===== config.mk =====
export PLATFORM = sky130hd
export DESIGN_NAME = pry2oht_arb_flat
export DESIGN_NICKNAME = d
export VERILOG_FILES = /design/src/rtl/pry2oht_arb_if.sv /design/src/rtl/pry2oht_arb.sv /design/src/flat_wrapper.sv
export SDC_FILE = /design/constraint.sdc
export NUM_CORES = 1
export LEC_CHECK = 0
export BUFFER_PORTS_ARGS = -buffer_cell sky130_fd_sc_hd__buf_4
export CAP_MARGIN = 20
export CORE_AREA = 2 2 71 73
export CTS_BUF_LIST = sky130_fd_sc_hd__clkbuf_2 sky130_fd_sc_hd__clkbuf_4 sky130_fd_sc_hd__clkbuf_8
export DETAILED_ROUTE_END_ITERATION = 7
export DIE_AREA = 0 0 73 75
export MAX_ROUTING_LAYER = met4
export PLACE_DENSITY = 0.67
export SLEW_MARGIN = 10
export SYNTH_ARGS = -nofsm -noshare
export SYNTH_HDL_FRONTEND = slang
export SYNTH_SLANG_ARGS = --single-unit

===== constraint.sdc =====
create_clock -name clk -period 2.9 [get_ports clk]
set_input_delay 0.58 -clock clk [delete_from_list [all_inputs] [get_ports clk]]
set_output_delay 0.58 -clock clk [all_outputs]
set_load 0.005 [all_outputs]

===== src/rtl/pry2oht_arb_if.sv =====
// Valid/ready bundle between WIDTH requesters, the round-robin arbiter and the shared sink.
interface pry2oht_arb_if #(
    parameter int unsigned WIDTH = 4,
    parameter int unsigned DW    = 32
);
    logic [WIDTH-1:0]          req_vld;
    logic [WIDTH-1:0]          req_lst;
    logic [WIDTH-1:0][DW-1:0]  req_dat;
    logic [WIDTH-1:0]          req_rdy;
    logic                      res_vld;
    logic                      res_lst;
    logic [DW-1:0]             res_dat;
    logic                      res_rdy;

    modport master (
        output req_vld, req_lst, req_dat, res_rdy,
        input  req_rdy, res_vld, res_lst, res_dat
    );

    modport slave (
        input  req_vld, req_lst, req_dat, res_rdy,
        output req_rdy, res_vld, res_lst, res_dat
    );
endinterface


===== src/rtl/pry2oht_arb.sv =====
// Round-robin packet arbiter onto one valid/ready sink, built on pry2oht_tree.
// Optional packet locking: define PRY2OHT_ARB_LOCK_EN.
module pry2oht_tree #(
    parameter int unsigned WIDTH          = 4,
    parameter int unsigned SPLIT          = 2,
    parameter int unsigned IMPLEMENTATION = 0,
    parameter string       DIRECTION      = "LSB"
) (
    input  logic [WIDTH-1:0] pry,
    output logic [WIDTH-1:0] oht
);
    localparam int unsigned GROUPS = (SPLIT >= 1 && SPLIT <= WIDTH && (WIDTH % SPLIT) == 0) ? SPLIT : 1;
    localparam int unsigned GW     = WIDTH / GROUPS;

    logic [WIDTH-1:0] ord;
    logic [WIDTH-1:0] sel;
    logic [GW-1:0]    sub;
    logic             done;
    logic             hit;

    // Two-level tree: first non-empty group wins, then first set bit inside it.
    always_comb begin
        ord  = '0;
        sel  = '0;
        sub  = '0;
        done = 1'b0;
        hit  = 1'b0;
        for (int unsigned i = 0; i < WIDTH; i++)
            ord[i] = (DIRECTION == "MSB") ? pry[WIDTH-1-i] : pry[i];
        for (int unsigned g = 0; g < GROUPS; g++) begin
            sub = ord[g*GW +: GW];
            if (!done && (|sub)) begin
                done = 1'b1;
                if (IMPLEMENTATION == 0) begin
                    sel[g*GW +: GW] = sub & (-sub);
                end else begin
                    hit = 1'b0;
                    for (int unsigned b = 0; b < GW; b++) begin
                        if (sub[b] && !hit) begin
                            sel[g*GW + b] = 1'b1;
                            hit           = 1'b1;
                        end
                    end
                end
            end
        end
        oht = '0;
        for (int unsigned i = 0; i < WIDTH; i++)
            oht[i] = (DIRECTION == "MSB") ? sel[WIDTH-1-i] : sel[i];
    end
endmodule

module pry2oht_arb #(
    parameter int unsigned WIDTH          = 4,
    parameter int unsigned DW             = 32,
    parameter int unsigned SPLIT          = 2,
    parameter int unsigned IMPLEMENTATION = 0
) (
    input  logic             clk,
    input  logic             rst,
    pry2oht_arb_if.slave     bus,
    output logic [WIDTH-1:0] gnt,
    output logic             lck
);
    logic [WIDTH-1:0] ptr;
    logic [WIDTH-1:0] msk;
    logic [WIDTH-1:0] gnt_msk;
    logic [WIDTH-1:0] gnt_raw;
    logic [WIDTH-1:0] arb_gnt;
    logic [WIDTH-1:0] ptr_upd;
    logic [DW-1:0]    res_dat;
    logic             res_lst;
    logic             res_vld;
    logic             xfer;

    assign msk = bus.req_vld & ptr;

    pry2oht_tree #(
        .WIDTH(WIDTH), .SPLIT(SPLIT), .IMPLEMENTATION(IMPLEMENTATION), .DIRECTION("LSB")
    ) u_tree_msk (
        .pry(msk),
        .oht(gnt_msk)
    );

    pry2oht_tree #(
        .WIDTH(WIDTH), .SPLIT(SPLIT), .IMPLEMENTATION(IMPLEMENTATION), .DIRECTION("LSB")
    ) u_tree_raw (
        .pry(bus.req_vld),
        .oht(gnt_raw)
    );

    assign arb_gnt = (|msk) ? gnt_msk : gnt_raw;

    always_comb begin
        res_dat = '0;
        res_lst = 1'b0;
        for (int unsigned i = 0; i < WIDTH; i++) begin
            res_dat = res_dat | (bus.req_dat[i] & {DW{gnt[i]}});
            res_lst = res_lst | (bus.req_lst[i] & gnt[i]);
        end
    end

    assign res_vld     = |(bus.req_vld & gnt);
    assign bus.res_vld = res_vld;
    assign bus.res_lst = res_lst;
    assign bus.res_dat = res_dat;
    assign bus.req_rdy = gnt & {WIDTH{bus.res_rdy}};
    assign xfer        = res_vld & bus.res_rdy;

    // Thermometer of all bits strictly above the one-hot winner; winner at MSB yields zero.
    assign ptr_upd = ~((gnt << 1) - WIDTH'(1));

`ifdef PRY2OHT_ARB_LOCK_EN
    typedef enum logic {IDLE, LOCK} state_t;

    state_t           state, state_nxt;
    logic [WIDTH-1:0] gnt_reg, gnt_reg_nxt;
    logic [WIDTH-1:0] ptr_nxt;

    assign gnt = (state == LOCK) ? gnt_reg : arb_gnt;
    assign lck = (state == LOCK);

    always_ff @(posedge clk or posedge rst) begin
        if (rst) begin
            state   <= IDLE;
            gnt_reg <= '0;
            ptr     <= '0;
        end else begin
            state   <= state_nxt;
            gnt_reg <= gnt_reg_nxt;
            ptr     <= ptr_nxt;
        end
    end

    always_comb begin
        state_nxt   = state;
        gnt_reg_nxt = gnt_reg;
        ptr_nxt     = ptr;
        case (state)
            IDLE: begin
                if (xfer) begin
                    if (res_lst) begin
                        ptr_nxt = ptr_upd;
                    end else begin
                        state_nxt   = LOCK;
                        gnt_reg_nxt = gnt;
                    end
                end
            end
            LOCK: begin
                if (xfer && res_lst) begin
                    state_nxt = IDLE;
                    ptr_nxt   = ptr_upd;
                end
            end
            default: state_nxt = IDLE;
        endcase
    end
`else
    assign gnt = arb_gnt;
    assign lck = 1'b0;

    always_ff @(posedge clk or posedge rst) begin
        if (rst)
            ptr <= '0;
        else if (xfer)
            ptr <= ptr_upd;
    end
`endif
endmodule


===== src/flat_wrapper.sv =====
// flat-port wrapper written by rule: the top's interface ports become plain ports
module pry2oht_arb_flat 
#(
    parameter int unsigned WIDTH          = 4,
    parameter int unsigned DW             = 32,
    parameter int unsigned SPLIT          = 2,
    parameter int unsigned IMPLEMENTATION = 0
)
  (clk, rst, gnt, lck, bus_req_vld, bus_req_lst, bus_req_dat, bus_res_rdy, bus_req_rdy, bus_res_vld, bus_res_lst, bus_res_dat);
  pry2oht_arb_if #(.WIDTH(WIDTH), .DW(DW)) bus_i ();
  input  logic clk;
  input  logic rst;
  output logic [WIDTH-1:0] gnt;
  output logic lck;
  input wire logic [$bits(bus_i.req_vld)-1:0] bus_req_vld;
  input wire logic [$bits(bus_i.req_lst)-1:0] bus_req_lst;
  input wire logic [$bits(bus_i.req_dat)-1:0] bus_req_dat;
  input wire logic [$bits(bus_i.res_rdy)-1:0] bus_res_rdy;
  output wire logic [$bits(bus_i.req_rdy)-1:0] bus_req_rdy;
  output wire logic [$bits(bus_i.res_vld)-1:0] bus_res_vld;
  output wire logic [$bits(bus_i.res_lst)-1:0] bus_res_lst;
  output wire logic [$bits(bus_i.res_dat)-1:0] bus_res_dat;
  assign bus_i.req_vld = bus_req_vld;
  assign bus_i.req_lst = bus_req_lst;
  assign bus_i.req_dat = bus_req_dat;
  assign bus_i.res_rdy = bus_res_rdy;
  assign bus_req_rdy = bus_i.req_rdy;
  assign bus_res_vld = bus_i.res_vld;
  assign bus_res_lst = bus_i.res_lst;
  assign bus_res_dat = bus_i.res_dat;
  pry2oht_arb #(.WIDTH(WIDTH), .DW(DW), .SPLIT(SPLIT), .IMPLEMENTATION(IMPLEMENTATION)) u_core (.clk(clk), .rst(rst), .bus(bus_i), .gnt(gnt), .lck(lck));
endmodule

==> flow_summary.json, run 1 <==
{
  "maxClockFrequency_mhz": 411,
  "cts-resized-gates": 0,
  "crit_type": "in -> out",
  "drtIter0Drc": 246,
  "rsz0062_at_grt": "no",
  "dpl_cell_area_mm2": 0.00236,
  "largest_reg_flops": 3,
  "initial_core_util": 0.211,
  "drt-total-wl_um": 5990,
  "routedWlPerCell_um": 15.8,
  "drt_drc_violations_left": 12,
  "synth_area_per_cell_um2": 6.50,
  "htreeDepth": 1,
  "p_total_w": 0.00137,
  "synth_common_cells": "nand2_1, a222oi_1, buf_2",
  "synth.area.top_cells": "a222oi_1, nand2_1, buf_2, dfrtp_1, and2_1",
  "cts_tree": "built",
  "cp_common_cell": "buf_4",
  "die_h_um": 75,
  "grt_pass1_vias": 1743,
  "ys_ff_latch": 3,
  "io_buffers": 180,
  "cp_cell_sequence": "buf_4 -> a22oi_1 -> nor2b_1 -> o21a_1 -> buf_4 -> nand2_1 -> nand2_1 -> buf_4",
  "synth-edff-count": 0,
  "wl_met1_um": 2240,
  "hold_viol": 0,
  "clkTransAtPathRegs_ns": 0.03,
  "ir_worst_vdd_uv": 345,
  "multiInputGateArea_um2": 791,
  "grtUsageTotal": 0.193,
  "critPathMaxStageDelay_ns": 0.29,
  "leakagePower_nw": 1.36,
  "grt_remaining_overflow": 0,
  "violations": "design-rule violations",
  "grt_max_degree": 26,
  "path_max_fanout": 22,
  "crit_family": "buffers and inverters",
  "ios": 182,
  "path_buf_inv": 3,
  "clk_latency_ns": 0.21,
  "power.density_mw_per_mm2": 569,
  "cts-buffers-inserted": 3,
  "vias": 1957,
  "final.setup.tns_ns": 0,
  "fin_crit_ns": 2.44,
  "cts_hold_buf": 0,
  "yosysTopAreaCell": "a222oi_1",
  "die_x_um": 73,
  "syn_area_um2": 982,
  "slowest_stage": "a22oi_1",
  "finalSetupViolations": 0,
  "area_growth_pct": 145,
  "fin_nets": 466,
  "final_max_slew_viol_count": 0,
  "synth_flop_cell": "dfrtp_1",
  "detail_route.first_pass.iterations": 8,
  "routabilityCongestion": 0.853,
  "status": "finished with violations",
  "design_area_mm2": 0.00241,
  "arrival_ns": 1.86,
  "ys_warn_count": 0,
  "top_regs": "u_core.ptr x3",
  "ant_nets": 0,
  "ys_types": 29,
  "synth_top_area_share": 0.336,
  "seq_area_frac_synth": 0.0764,
  "drive_gt1_frac": 0.609,
  "dp_hpwl_um": 4830,
  "pre_cts_slack_ns": 0.477,
  "antenna_found_initial": 0,
  "whs_ns": 0.232,
  "post_cts_buffers": 0,
  "syn_nets": 291,
  "fin_ws_ns": 0.464,
  "cp-start-kind": "input port",
  "fp-row-count": 25,
  "cp.required_ns": 2.32,
  "fin_crit_sh": 0.840,
  "grt_pass1_wl_um": 8180,
  "fillers": 462,
  "async_flop_share": 1.00,
  "top_register": "u_core.ptr",
  "route.met3.wl_um": 621,
  "crit_path_end_kind": "output pin",
  "cts_max_path_buffers": 2,
  "maxCapViolCount": 0,
  "fin_skew_ns": 0.00322,
  "routed-wl-met2_um": 3050,
  "maxUsedRoutingLayer": "met4",
  "synth_cells": 151,
  "core_mm2": 0.00466,
  "yosysMostFrequentCell": "nand2_1",
  "n_antenna_cell": 0,
  "root_buffer": "clkbuf_8",
  "seq_area_um2": 75.1,
  "cts.sink_count": 3,
  "hp-class": "in -> async",
  "via_per_inst": 5.16,
  "dieArea_mm2": 0.00548
}
==> worst reg2reg max path, delay by kind of cell, from the launching register on <==
| family | cells | cell delay, ns |
|---|---|---|
| AOI/OAI and AO/OA | 3 | 0.61 |
| DFF | 1 | 0.41 |
| muxes | 1 | 0.31 |
| buffers and inverters | 2 | 0.28 |
| adders and majority gates | 1 | 0.24 |
| and+or+nand+nor | 1 | 0.18 |
==> cell families after synthesis <==
logic type / count (synthesis) / synth area share
flip-flops: 3 / 0.0764
AND/OR/NAND/NOR: 78 / 0.320
AO/OA/AOI/OAI: 44 / 0.442
multiplexers: 2 / 0.0267
buffers and inverters: 22 / 0.118
other: 1 / 0.00382
adder cells (fa/ha/maj): 1 / 0.0127
==> per-layer routing <==
layer | track usage | vias up
li1 | - | 934
met1 | 0.237 | 887
met2 | 0.343 | 130
met3 | 0.0201 | 6
met4 | 0.0391 | 0
met5 | - | -
==> placed cells by master, fill, tap and decap left out, types with 3 or more instances in the layout <==
| master | n |
|---|---|
| buf_4 | 188 |
| nand2_1 | 68 |
| a222oi_1 | 33 |
| inv_1 | 4 |
| and2_1 | 4 |
| clkbuf_8 | 3 |
| dfrtp_1 | 3 |
==> area by class of cell <==
cell class,count,area share
Inverter,4,0.00623
Tap cell,54,0.0281
Clock buffer,4,0.0203
Timing Repair Buffer,188,0.586
Sequential cell,3,0.0312
Multi-Input combinational cell,126,0.328
==> stage by stage <==
step / utilization / instances
after floorplan: - / 151
after global placement: 0.506 / 375
after detailed placement: 0.506 / 375
after CTS: 0.517 / 379
after global routing: 0.517 / 379
final: 0.517 / 379
==> where the power goes <==
part           total [W]  internal [W]  leakage, nW  switching [W]
Combinational    0.00115      0.000644         1.30       0.000510
Clock           0.000129      0.000103       0.0262      0.0000261
Sequential     0.0000866     0.0000630       0.0366      0.0000236
==> path summary, 6_finish.rpt <==
path | startpoint | endpoint | slack [ns] | depth (start not counted)
worst max-delay path | bus_req_vld[3] | bus_res_dat[5] | 0.46 | 8
worst max register to register | u_core.ptr[3]$_DFFE_PP0P_ | u_core.ptr[3]$_DFFE_PP0P_ | 0.79 | 8
worst min-delay path | rst | u_core.ptr[3]$_DFFE_PP0P_ | 0.23 | 2
max in group asynchronous | rst | u_core.ptr[2]$_DFFE_PP0P_ | 2.54 | 2
min in group clk | u_core.ptr[1]$_DFFE_PP0P_ | u_core.ptr[1]$_DFFE_PP0P_ | 0.55 | 1
worst min register to register | u_core.ptr[1]$_DFFE_PP0P_ | u_core.ptr[1]$_DFFE_PP0P_ | 0.55 | 1
Note: power is estimated with default switching activity, not from simulation.
==> inputs of run 2 (changes only) <==
Settings changed: PLACE_DENSITY 0.67 to 0.7.
Clock period 2.9 ns to 2.02 ns, I/O delays scaled along.
==> run 2 against run 1 <==
Critical path type is now reg -> out. Critical path depth down 2. Core utilization up 4.7 points. Register-to-register slack got worse by 0.66 ns. Cell count increased by 2.6%. Sequential share of layout area down 0.16 points. Global-route usage rose by 0.94 points. Sequential power rose by 61%. Die area did not move. Clock skew is essentially flat. Wire length up 12%. Non-clock buffer count rose by 10. The run ends with negative setup slack left.
==> flow_summary.json, run 2 (synthesis results as in run 1) <==
{
  "fin_crit_sh": 1.07,
  "ir_worst_vdd_uv": 543,
  "grt_pass1_wl_um": 8420,
  "fin_nets": 476,
  "whs_ns": 0.0578,
  "dieArea_mm2": 0.00548,
  "maxClockFrequency_mhz": 465,
  "ios": 182,
  "htreeDepth": 1,
  "r2r_start": "u_core.ptr[3]$_DFFE_PP0P_",
  "slowest_stage": "dfrtp_2",
  "maxCapViolCount": 0,
  "finalSetupViolations": 34,
  "detail_route.first_pass.iterations": 7,
  "top_register": "u_core.ptr",
  "hp-class": "in -> async",
  "grt_max_degree": 27,
  "antenna_found_initial": 0,
  "power.density_mw_per_mm2": 872,
  "crit_start": "u_core.ptr[3]$_DFFE_PP0P_",
  "dp_hpwl_um": 5070,
  "fin_crit_ns": 2.15,
  "area_growth_pct": 167,
  "grtUsageTotal": 0.202,
  "clkTransAtPathRegs_ns": 0.03,
  "fp-row-count": 25,
  "drt_drc_violations_left": 0,
  "final_max_slew_viol_count": 0,
  "initial_core_util": 0.211,
  "drtIter0Drc": 211,
  "vias": 2015,
  "die_x_um": 73,
  "path_buf_inv": 2,
  "io_buffers": 180,
  "cts.sink_count": 3,
  "status": "finished with violations",
  "cts-buffers-inserted": 3,
  "path_max_fanout": 12,
  "cts_hold_buf": 0,
  "hold_viol": 0,
  "layout_commonest_cell": "buf_4",
  "cts_tree": "built",
  "rsz0062_at_grt": "yes",
  "routedWlPerCell_um": 17.2,
  "drive_gt1_frac": 0.654,
  "crit_path_end_kind": "output pin",
  "ant_nets": 0,
  "cp.required_ns": 1.62,
  "crit_type": "reg -> out",
  "violations": "negative setup slack",
  "top_regs": "u_core.ptr x3",
  "via_per_inst": 5.18,
  "clk_latency_ns": 0.22,
  "fin_skew_ns": 0.00340,
  "critPathMaxStageDelay_ns": 0.41,
  "routabilityCongestion": 0.791,
  "leakagePower_nw": 1.44,
  "die_h_um": 75,
  "fin_ws_ns": -0.133,
  "root_buffer": "clkbuf_8",
  "crit_family": "compound AO/OA/AOI/OAI gates",
  "drt-total-wl_um": 6690,
  "n_antenna_cell": 0,
  "cp_cell_sequence": "a211oi_2 -> o211a_4 -> buf_12 -> a222oi_1 -> nand2_1 -> buf_4",
  "final_cell_mix": "buf_4, nand2_1, a222oi_1",
  "final.setup.tns_ns": -2.53,
  "grt_remaining_overflow": 0,
  "cp-start-kind": "register",
  "grt_pass1_vias": 1787,
  "arrival_ns": 1.75,
  "core_mm2": 0.00466,
  "cts_max_path_buffers": 2,
  "largest_reg_flops": 3
}
==> run 2: changes by cell type in the layout (fill, tap and decap cells not counted), sizes merged <==
cell and delta:
buf +9, clkbuf +1
==> run 2: per-stage QoR <==
step	setup WS (ns)	area [um2]	util	power, W	cells
floorplan	0.0521	990	-	0.000948	151
global placement	-0.0335	2420	0.519	0.00186	377
detailed placement	-0.0261	2420	0.519	0.00188	377
CTS	-0.126	2490	0.534	0.00211	382
global route	-0.213	2630	0.563	0.00246	389
finish	-0.133	2630	0.563	0.00229	389
==> run 2: worst paths after layout <==
check | cells past startpoint | endpoint | slack (ns)
max | 6 | bus_res_dat[7] | -0.13
min | 2 | u_core.ptr[1]$_DFFE_PP0P_ | 0.06
max reg2reg | 7 | u_core.ptr[3]$_DFFE_PP0P_ | 0.13
min reg2reg | 1 | u_core.ptr[1]$_DFFE_PP0P_ | 0.52
max in group asynchronous | 2 | u_core.ptr[2]$_DFFE_PP0P_ | 1.80
min in group clk | 2 | u_core.ptr[3]$_DFFE_PP0P_ | 0.43
==> run 2: routing by layer <==
metal	vias to the layer above	track usage	part of all wire
met1	910	0.232	0.36
li1	951	-	-
met3	13	0.0308	0.097
met5	-	-	0
met2	141	0.362	0.53
met4	0	0.0617	0.016
==> run 2: final cells by class <==
cell class	instances	area (um2)
Timing Repair Buffer	198	1590
Inverter	4	15.0
Tap cell	54	67.6
Clock buffer	4	48.8
Fill cell	438	2030
Sequential cell	3	77.6
Multi-Input combinational cell	126	827
==> run 2: what timing repair did <==
item / 4_1_cts / 5_1_grt
gates cloned: 0 / 3
buffers inserted: 1 / 4
endpoints found under the setup margin: 36 / 37
pin swaps: 6 / 27
gates resized for setup: 6 / 21
==> run 2: report_power, final <==
part / total [W] / internal, W / switching, W
Sequential: 0.000139 / 0.0000944 / 0.0000443
Clock: 0.000197 / 0.000149 / 0.0000485
Combinational: 0.00195 / 0.00114 / 0.000811
==> inputs of run 3 (changes only) <==
Settings changed: BUFFER_PORTS_ARGS -buffer_cell sky130_fd_sc_hd__buf_4 to unset, CORE_AREA 2 2 71 73 to 2 2 70 72, DIE_AREA 0 0 73 75 to 0 0 72 74, DONT_BUFFER_PORTS set to 1, MAX_ROUTING_LAYER met4 to unset, PLACE_DENSITY 0.7 to unset.
Clock period 2.02 ns to 2.3 ns, I/O delays scaled along.
==> run 3 against run 2 <==
Count of clock-buffer cells in the layout stayed put. First-iteration DRC count is 18% lower. Final area down 59%. Combinational power down 55%. Clock skew shrank 0.0021 ns. Highest routed layer unchanged. The run now ends clean. Worst hold slack got worse by 0.049 ns. Sequential power down 19%.
==> flow_summary.json, run 3 (synthesis results as in run 1) <==
{
  "detail_route.first_pass.iterations": 7,
  "cellInternalPower_w": 0.000576,
  "ant_nets": 0,
  "core_mm2": 0.00460,
  "die_x_um": 72,
  "arrival_ns": 1.64,
  "cp_common_cell": "nand2_1",
  "p_clk_frac": 0.139,
  "pre_cts_slack_ns": 0.315,
  "routedWlPerCell_um": 20.4,
  "fin_ws_ns": 0.198,
  "maxUsedRoutingLayer": "met4",
  "drt-total-wl_um": 4010,
  "antenna_found_initial": 0,
  "p_seq_frac": 0.098,
  "dp.cells": 193,
  "drtIter0Drc": 173,
  "root_buffer": "clkbuf_8",
  "top_regs": "u_core.ptr x3",
  "critPathMaxStageDelay_ns": 0.41,
  "ir_worst_vdd_uv": 603,
  "r2r_slack_ns": 0.47,
  "r2r_end": "u_core.ptr[3]$_DFFE_PP0P_",
  "route.met3.wl_um": 474,
  "fp-row-count": 25,
  "initial_core_util": 0.214,
  "path_max_fanout": 20,
  "io_buffers": 0,
  "grtUsageTotal": 0.118,
  "layout_commonest_cell": "nand2_1",
  "leakagePower_nw": 0.485,
  "p_sw_frac": 0.497,
  "r2r_cells": 7,
  "r2r_start": "u_core.ptr[3]$_DFFE_PP0P_",
  "cts_tree": "built",
  "clkTransAtPathRegs_ns": 0.03,
  "routabilityCongestion": 0.773,
  "finalSetupViolations": 0,
  "routed-wl-met2_um": 2070,
  "wl_met1_um": 1450,
  "cts_max_path_buffers": 2,
  "hold_viol": 0,
  "grt_max_degree": 40,
  "cts.sink_count": 3,
  "fin_skew_ns": 0.00132,
  "dieArea_mm2": 0.00533,
  "fin_crit_ns": 2.10,
  "cp.required_ns": 1.84,
  "final_cell_mix": "nand2_1, a222oi_1, inv_1, and2_1, buf_4",
  "dp_hpwl_um": 3250,
  "drt_drc_violations_left": 0,
  "drive_gt1_frac": 0.119,
  "power.density_mw_per_mm2": 1070,
  "cp_cell_sequence": "a22oi_2 -> nor2b_1 -> o21a_1 -> buf_4 -> nand2_1 -> nand2_1",
  "power.switching_w": 0.000569,
  "design_area_mm2": 0.00107,
  "n_antenna_cell": 0,
  "hp-class": "in -> async",
  "slowest_stage": "dfrtp_1",
  "crit_path_end_kind": "output pin",
  "crit_type": "reg -> out",
  "grt_pass1_vias": 1025,
  "clk_latency_ns": 0.21,
  "top_register": "u_core.ptr",
  "dpl_cell_area_mm2": 0.00102,
  "vias": 1321,
  "status": "finished clean",
  "grt_remaining_overflow": 0,
  "cts-buffers-inserted": 3,
  "maxCapViolCount": 0,
  "largest_reg_flops": 3,
  "htreeDepth": 1,
  "cp-start-kind": "register",
  "final_cells": 197,
  "final_max_slew_viol_count": 0,
  "final.setup.tns_ns": 0,
  "ios": 182,
  "maxClockFrequency_mhz": 476,
  "fillers": 511,
  "p_total_w": 0.00115,
  "fin_nets": 284,
  "p_comb_frac": 0.763,
  "rsz0062_at_grt": "no",
  "fin_crit_sh": 0.914,
  "die_h_um": 74,
  "via_per_inst": 6.71,
  "grt_pass1_wl_um": 4810,
  "area_growth_pct": 9.17
}
run 3: cell count changes in the layout (fill, tap and decap cells not counted), sizes merged:
cell	change
buf	-191
clkbuf	-1
run 3: how the worst max path moves through the flow:
stage	depth (start not counted)	from	end	slack [ns]
after floorplan	9	bus_req_vld[3]	u_core.ptr[3]$_DFFE_PP0P_	0.18
after global placement	6	bus_req_vld[3]	bus_res_dat[3]	0.37
after detailed placement	6	bus_req_vld[3]	bus_res_dat[3]	0.32
after CTS	6	u_core.ptr[3]$_DFFE_PP0P_	bus_res_dat[3]	0.13
after global routing	6	u_core.ptr[3]$_DFFE_PP0P_	bus_res_dat[1]	0.09
final	6	u_core.ptr[3]$_DFFE_PP0P_	bus_res_dat[3]	0.20
run 3: worst max-delay path, delay by kind of cell (launching register included):
family	cells	cell delay [ns]
flip-flops	1	0.41
AO/OA/AOI/OAI	2	0.39
AND/OR/NAND/NOR	3	0.35
buffers and inverters	1	0.25
run 3: cell type report:
| class | instances | area [um2] | share of cell area |
|---|---|---|---|
| clock buffer | 4 | 48.8 | 0.0455 |
| inverter | 4 | 15.0 | 0.0140 |
| multi-input combinational | 126 | 796 | 0.742 |
| sequential | 3 | 75.1 | 0.0700 |
| tap | 54 | 67.6 | 0.0630 |
| timing repair buffer | 6 | 70.1 | 0.0653 |
run 3: stage by stage:
step	util	hold slack, ns
6_report	0.233	0.00866
5_1_grt	0.233	0.0149
4_1_cts	0.232	0.00968
3_5_place_dp	0.221	0.234
3_3_place_gp	0.221	0.221
2_1_floorplan	-	0.214
run 3: repair_timing:
| action | in CTS | in global routing |
|---|---|---|
| buffers inserted | 0 | 0 |
| setup endpoints to repair | 0 | 5 |
| resized for setup | 0 | 1 |
| hold buffers | 0 | 0 |
run 3: layer usage:
layer | up-vias | global-route usage
li1 | 568 | -
met1 | 602 | 0.132
met2 | 149 | 0.235
met3 | 2 | 0.0149
met4 | 0 | 0.0314
met5 | - | 0
run 3: power groups by stage:
stage / Combinational (W) / Sequential, W / Clock, W
3_5_place_dp: 0.000866 / 0.000110 / 0
4_1_cts: 0.000868 / 0.000109 / 0.000164
6_report: 0.000873 / 0.000113 / 0.000159
3_3_place_gp: 0.000848 / 0.000107 / 0
2_1_floorplan: 0.000725 / 0.0000993 / 0
5_1_grt: 0.000948 / 0.000115 / 0.000171
